`src/rtl/mul_top.sv`:
```
// Iterative RV32M multiplier: radix-2 shift-add on operand magnitudes, then sign fix-up.
// Optional ARVI_MUL_EARLY_OUT_EN: a zero operand completes straight through DONE.
`ifndef XLEN
`define XLEN 32
`endif

module mul_top (
    input  logic              i_clk,
    input  logic              i_rst,
    input  logic              i_start,
    input  logic [2:0]        i_f3,
    input  logic [`XLEN-1:0]  i_rs1,
    input  logic [`XLEN-1:0]  i_rs2,
    output logic [`XLEN-1:0]  o_res,
    output logic              o_done,
    output logic              o_busy
);
    localparam int unsigned W = `XLEN;

    typedef enum logic [1:0] {StIdle, StBusy, StFix, StDone} state_e;

    state_e           state_q, state_d;
    logic [4:0]       cnt_q, cnt_d;
    logic [2*W-1:0]   acc_q, acc_d;
    logic [W-1:0]     a_q, a_d;
    logic [W-1:0]     b_q, b_d;
    logic             neg_q, neg_d;
    logic             hi_q, hi_d;
    logic [W-1:0]     res_q, res_d;
    logic             done_q, done_d;

    logic             s1, s2;
    logic [W:0]       sum;
    logic [2*W-1:0]   prod;

    always_comb begin
        state_d = state_q;
        cnt_d   = cnt_q;
        acc_d   = acc_q;
        a_d     = a_q;
        b_d     = b_q;
        neg_d   = neg_q;
        hi_d    = hi_q;
        res_d   = res_q;
        s1      = 1'b0;
        s2      = 1'b0;
        sum     = '0;
        prod    = '0;
        unique case (state_q)
            StIdle: begin
                if (i_start && !i_f3[2]) begin
                    // MUL low half is sign-agnostic, so only MULH/MULHSU see signed operands
                    s1      = i_rs1[W-1] && (i_f3[1:0] == 2'b01 || i_f3[1:0] == 2'b10);
                    s2      = i_rs2[W-1] && (i_f3[1:0] == 2'b01);
                    a_d     = s1 ? -i_rs1 : i_rs1;
                    b_d     = s2 ? -i_rs2 : i_rs2;
                    neg_d   = s1 ^ s2;
                    hi_d    = (i_f3[1:0] != 2'b00);
                    acc_d   = '0;
                    cnt_d   = 5'd31;
                    state_d = StBusy;
`ifdef ARVI_MUL_EARLY_OUT_EN
                    if (i_rs1 == '0 || i_rs2 == '0) begin
                        res_d   = '0;
                        state_d = StDone;
                    end
`endif
                end
            end
            StBusy: begin
                sum   = {1'b0, acc_q[2*W-1:W]} + (b_q[0] ? {1'b0, a_q} : {(W+1){1'b0}});
                acc_d = {sum, acc_q[W-1:1]};
                b_d   = b_q >> 1;
                if (cnt_q == 5'd0) begin
                    state_d = StFix;
                end else begin
                    cnt_d = cnt_q - 5'd1;
                end
            end
            StFix: begin
                prod    = neg_q ? -acc_q : acc_q;
                res_d   = hi_q ? prod[2*W-1:W] : prod[W-1:0];
                state_d = StDone;
            end
            StDone: begin
                state_d = StIdle;
            end
            default: state_d = StIdle;
        endcase
    end

    // Completion is registered out of DONE, landing 34 cycles after acceptance
    assign done_d = (state_q == StDone);

    always_ff @(posedge i_clk or negedge i_rst) begin
        if (!i_rst) begin
            state_q <= StIdle;
            cnt_q   <= '0;
            acc_q   <= '0;
            a_q     <= '0;
            b_q     <= '0;
            neg_q   <= 1'b0;
            hi_q    <= 1'b0;
            res_q   <= '0;
            done_q  <= 1'b0;
        end else begin
            state_q <= state_d;
            cnt_q   <= cnt_d;
            acc_q   <= acc_d;
            a_q     <= a_d;
            b_q     <= b_d;
            neg_q   <= neg_d;
            hi_q    <= hi_d;
            res_q   <= res_d;
            done_q  <= done_d;
        end
    end

    assign o_res  = res_q;
    assign o_done = done_q;
    assign o_busy = (state_q != StIdle);

endmodule

```
`config.mk`:
```
export PLATFORM = sky130hd
export DESIGN_NAME = mul_top
export DESIGN_NICKNAME = d
export VERILOG_FILES = /design/src/rtl/mul_top.sv
export SDC_FILE = /design/constraint.sdc
export NUM_CORES = 1
export LEC_CHECK = 0
export CAP_MARGIN = 15
export CORE_MARGIN = 10
export CORE_UTILIZATION = 25
export CTS_CLUSTER_SIZE = 25
export DETAILED_ROUTE_END_ITERATION = 8
export SLEW_MARGIN = 0
export SYNTH_ARGS = -nofsm -noshare
export SYNTH_HDL_FRONTEND = slang
export SYNTH_SLANG_ARGS = --single-unit
export TNS_END_PERCENT = 30
```
`constraint.sdc`:
```
create_clock -name i_clk -period 6.4 [get_ports i_clk]
set_input_delay 1.28 -clock i_clk [delete_from_list [all_inputs] [get_ports i_clk]]
set_output_delay 1.28 -clock i_clk [all_outputs]
set_load 0.02 [all_outputs]
```
==> metrics.txt <==
# TYPE chip_impl_metric gauge
chip_impl_metric{name="setup.reg_to_reg.worst_slack",unit="ns"} 2.73
chip_impl_info{name="endpoint_type_of_the_worst_setup_path",value="flop"} 1
chip_impl_metric{name="initialDrtViolationCount",unit=""} 795
chip_impl_metric{name="maxSlewViolCount",unit=""} 0
chip_impl_metric{name="grt_max_degree",unit=""} 84
chip_impl_metric{name="placedInstanceArea",unit="mm^2"} 0.0131
chip_impl_metric{name="dieWidth",unit="um"} 235
chip_impl_metric{name="dp_slack",unit="ns"} 2.19
chip_impl_metric{name="slew_headroom",unit=""} 0.318
chip_impl_info{name="cp-start-kind",value="input pin"} 1
chip_impl_metric{name="sequential_element_share_of_the_synthesized_area",unit=""} 0.368
chip_impl_metric{name="critPathArrivalTime",unit="ns"} 4.02
chip_impl_metric{name="fin_nets",unit=""} 1500
chip_impl_metric{name="pwr_density_cell",unit="mW/mm^2"} 440
chip_impl_info{name="outcome",value="completed"} 1
chip_impl_metric{name="dpl_cells",unit=""} 1965
chip_impl_metric{name="placeableCoreArea",unit="mm^2"} 0.0456
chip_impl_info{name="clk_root_buffer_cell",value="clkbuf_16"} 1
chip_impl_info{name="timing_worst_setup_path_type",value="input pin to flop"} 1
chip_impl_metric{name="num_vias",unit=""} 9807
chip_impl_metric{name="p_sw",unit="uW"} 2790
chip_impl_metric{name="synth_enable_flop_cells",unit=""} 0
chip_impl_metric{name="design_area",unit="mm^2"} 0.0138
chip_impl_metric{name="worst_r2r_path_depth",unit=""} 11
chip_impl_metric{name="ys_seq_elements",unit=""} 170
chip_impl_metric{name="die_h",unit="um"} 235
chip_impl_metric{name="fin_crit",unit="ns"} 3.68
chip_impl_metric{name="netlist_area",unit="mm^2"} 0.0116
chip_impl_metric{name="period_share",unit=""} 0.575
chip_impl_info{name="reg2reg_end",value="acc_q[59]"} 1
chip_impl_metric{name="worstSkewPairLatency",unit="ns"} 0.47
chip_impl_info{name="grt_setup_unrepaired",value="false"} 1
chip_impl_metric{name="post-cts-setup-buffers",unit=""} 0
chip_impl_metric{name="clk_path_buf_depth",unit=""} 2
chip_impl_metric{name="clkTransAtPathRegs",unit="ns"} 0.07
chip_impl_metric{name="syn_to_final_growth",unit="%"} 19.1
chip_impl_metric{name="hpwl",unit="mm"} 24.4
chip_impl_metric{name="timing.max_cap.violations",unit=""} 0
chip_impl_metric{name="io_buffers",unit=""} 103
chip_impl_metric{name="leakagePower",unit="uW"} 0.00584
chip_impl_metric{name="internal_power",unit="uW"} 3270
chip_impl_metric{name="vias_per_cell",unit=""} 4.91
chip_impl_metric{name="global_route.usage.total",unit=""} 0.116
chip_impl_metric{name="number_of_global_route_vias_before_repair",unit=""} 9690
chip_impl_metric{name="synth-async-reset-ratio",unit=""} 1.00
chip_impl_info{name="mostFrequentLayoutCells",value="dfrtp_1, nand2_1, o21ai_0, clkdlybuf4s50_1, a21oi_1"} 1
chip_impl_metric{name="setup-violations-final",unit=""} 0
chip_impl_info{name="mostFrequentLayoutCell",value="dfrtp_1"} 1
chip_impl_metric{name="global_route_wire_length_before_repair",unit="mm"} 53.2
chip_impl_metric{name="worst_ir_drop_vdd",unit="uV"} 239
chip_impl_metric{name="pwr-share-clk",unit=""} 0.180
chip_impl_metric{name="hold_buf_cts",unit=""} 0
chip_impl_metric{name="final_layout_size_suffix_gt1_frac",unit=""} 0.0658
chip_impl_info{name="netlist.top_cell.by_area",value="dfrtp_1"} 1
chip_impl_metric{name="layout_setup_ws",unit="ns"} 2.72
chip_impl_metric{name="fmax",unit="GHz"} 0.272
chip_impl_metric{name="critPathMaxStageDelay",unit="ns"} 0.65
chip_impl_metric{name="timing.hold.ws",unit="ns"} 0.473
chip_impl_metric{name="yosysUniqueCellTypes",unit=""} 67
chip_impl_metric{name="fp-row-count",unit=""} 78
chip_impl_metric{name="timing.critical_path.required",unit="ns"} 6.73
chip_impl_metric{name="antenna-diode-count",unit=""} 0
chip_impl_metric{name="io_pins",unit=""} 104
chip_impl_metric{name="critical_path.max_fanout",unit=""} 5
chip_impl_metric{name="power.combinational.fraction",unit=""} 0.525
chip_impl_metric{name="cts_buf_count",unit=""} 17
chip_impl_metric{name="firstDrtPassIters",unit=""} 5
chip_impl_metric{name="antenna_found_initial",unit=""} 0
chip_impl_metric{name="cts.sink_count",unit=""} 170
chip_impl_metric{name="synth_nets",unit=""} 1440
chip_impl_metric{name="synthesis.instances",unit=""} 1325
chip_impl_info{name="netlist_top_cells_area",value="dfrtp_1, o21ai_0, xor2_1"} 1
chip_impl_metric{name="power_switching_share",unit=""} 0.460
chip_impl_metric{name="final.fill_count",unit=""} 4752
chip_impl_metric{name="fp.dieArea",unit="mm^2"} 0.0552
chip_impl_metric{name="syn_area_per_cell",unit="um^2"} 8.72
chip_impl_metric{name="routedWlPerCell",unit="um"} 16.2
chip_impl_metric{name="power.share.sequential",unit=""} 0.296
chip_impl_metric{name="finalWirelength",unit="mm"} 32.3
chip_impl_info{name="predominant_post_synthesis_flop_cell",value="dfrtp_1"} 1
chip_impl_metric{name="fin_worst_skew",unit="ns"} 0.0125
chip_impl_metric{name="final-hold-violation-count",unit=""} 0
chip_impl_info{name="hold_path_class",value="flop to flop"} 1
chip_impl_metric{name="cts_resized",unit=""} 0
chip_impl_metric{name="initial_core_util",unit=""} 0.254
chip_impl_metric{name="ys.warnings.count",unit=""} 0
chip_impl_metric{name="tightestPinTransition",unit="ns"} 1.02
chip_impl_metric{name="layout.cells.non_filler",unit=""} 1998
chip_impl_info{name="worst_r2r_startpoint",value="b_q[0]"} 1
chip_impl_metric{name="place_congestion",unit=""} 0.878
chip_impl_metric{name="detail-route-antenna-nets",unit=""} 0
chip_impl_info{name="standard_cell_with_the_maximum_stage_delay_on_the_critical_path",value="or4_1"} 1
chip_impl_info{name="worstSetupEndpoint",value="a_q[25]"} 1
chip_impl_info{name="cp-startpoint",value="i_rs1[6]"} 1
chip_impl_info{name="tritoncts",value="yes"} 1
chip_impl_metric{name="grt_remaining_overflow",unit=""} 0
chip_impl_metric{name="yosys.area.top_type_share",unit=""} 0.368
chip_impl_metric{name="cts_max_level",unit=""} 4
chip_impl_info{name="crit_path_cell_trace",value="clkdlybuf4s50_1, or4_1, or3_1, nor4_2, nand2_1, o31ai_1, xor2_1, o21ai_0"} 1
chip_impl_metric{name="tns",unit="ns"} 0
chip_impl_metric{name="number_of_drc_violations_after_detailed_routing",unit=""} 0
==> metrics by stage <==
stage / total power, uW / util
finish: 6060 / 0.302
detailed placement: 5000 / 0.288
floorplan: 3950 / -
global route: 6550 / 0.302
CTS: 6090 / 0.302
global placement: 4940 / 0.288
==> critical path: cells and delay by family <==
kind / cells / cell delay, ns
xor+xnor: 1 / 0.16
compound gates: 2 / 0.37
simple gates: 4 / 1.71
buf+inv: 1 / 0.50
==> worst min-delay path by stage <==
stage	start	endpoint	slack [ns]	depth (start not counted)
3_3_place_gp	a_q[20]	a_q[20]	0.46	2
2_1_floorplan	b_q[29]	b_q[29]	0.44	2
5_1_grt	a_q[13]	a_q[13]	0.50	2
3_5_place_dp	a_q[20]	a_q[20]	0.46	2
4_1_cts	a_q[20]	a_q[20]	0.48	2
6_report	a_q[20]	a_q[20]	0.47	2
==> cell usage after synthesis, drive strengths merged (3+ instances only) <==
master,instances
a31oi,13
o221ai,13
clkbuf,59
dfrtp,170
or4,15
nand2b,21
o21a,4
a21o,11
nor2b,5
a22o,33
mux2i,18
o41ai,18
o31ai,32
ha,44
or2,11
o21ai,148
o211ai,12
a21boi,3
nand3,30
a21oi,83
nor2,78
xnor2,57
xor2,81
a22oi,4
mux2,13
nand4,8
a211o,3
nor4,16
and2,38
nand2,148
a31o,4
nor3,25
o22ai,6
a211oi,3
and3,9
buf,13
inv,30
nand3b,5
or3,20
==> area by class of cell <==
cell class              count  area, um^2  share of cell area
well taps                 600         751              0.0545
flip-flops and latches    170        4250               0.309
clock inverters            13         159              0.0115
clock buffers              19         453              0.0329
repair buffers            113        1120              0.0814
multi-input cells        1053        6910               0.502
inverters                  30         113             0.00818
==> state kept, by name (all words and copies together), names as in the netlist <==
name and flops:
a_q 32, acc_q 64, b_q 32, cnt_q 5, hi_q 1, neg_q 1, o_done 1, o_res 32
state_q 2
==> per-layer routing <==
metal	GRT usage	routed length, um	vias up
met5	0	0	-
met4	0.0361	572	0
met3	0.0247	1330	29
met2	0.183	14800	181
met1	0.155	15700	4681
li1	-	-	4916
==> power groups by stage <==
| stage | Combinational (uW) | Clock (uW) | Sequential (uW) |
|---|---|---|---|
| 6_report | 3180 | 1090 | 1790 |
| 2_1_floorplan | 2170 | 0 | 1790 |
| 3_5_place_dp | 3180 | 0 | 1820 |
| 4_1_cts | 3190 | 1110 | 1800 |
| 5_1_grt | 3540 | 1160 | 1860 |
| 3_3_place_gp | 3140 | 0 | 1800 |
==> cell families after synthesis <==
logic type | share of synthesized area
adders and majority gates | 0.0494
AOI/OAI and AO/OA | 0.223
and+or+nand+nor | 0.192
xor gates and xnor gates | 0.105
DFF | 0.368
muxes | 0.0283
buffers and inverters | 0.0349
No activity file was read; power rests on OpenSTA's default activity.
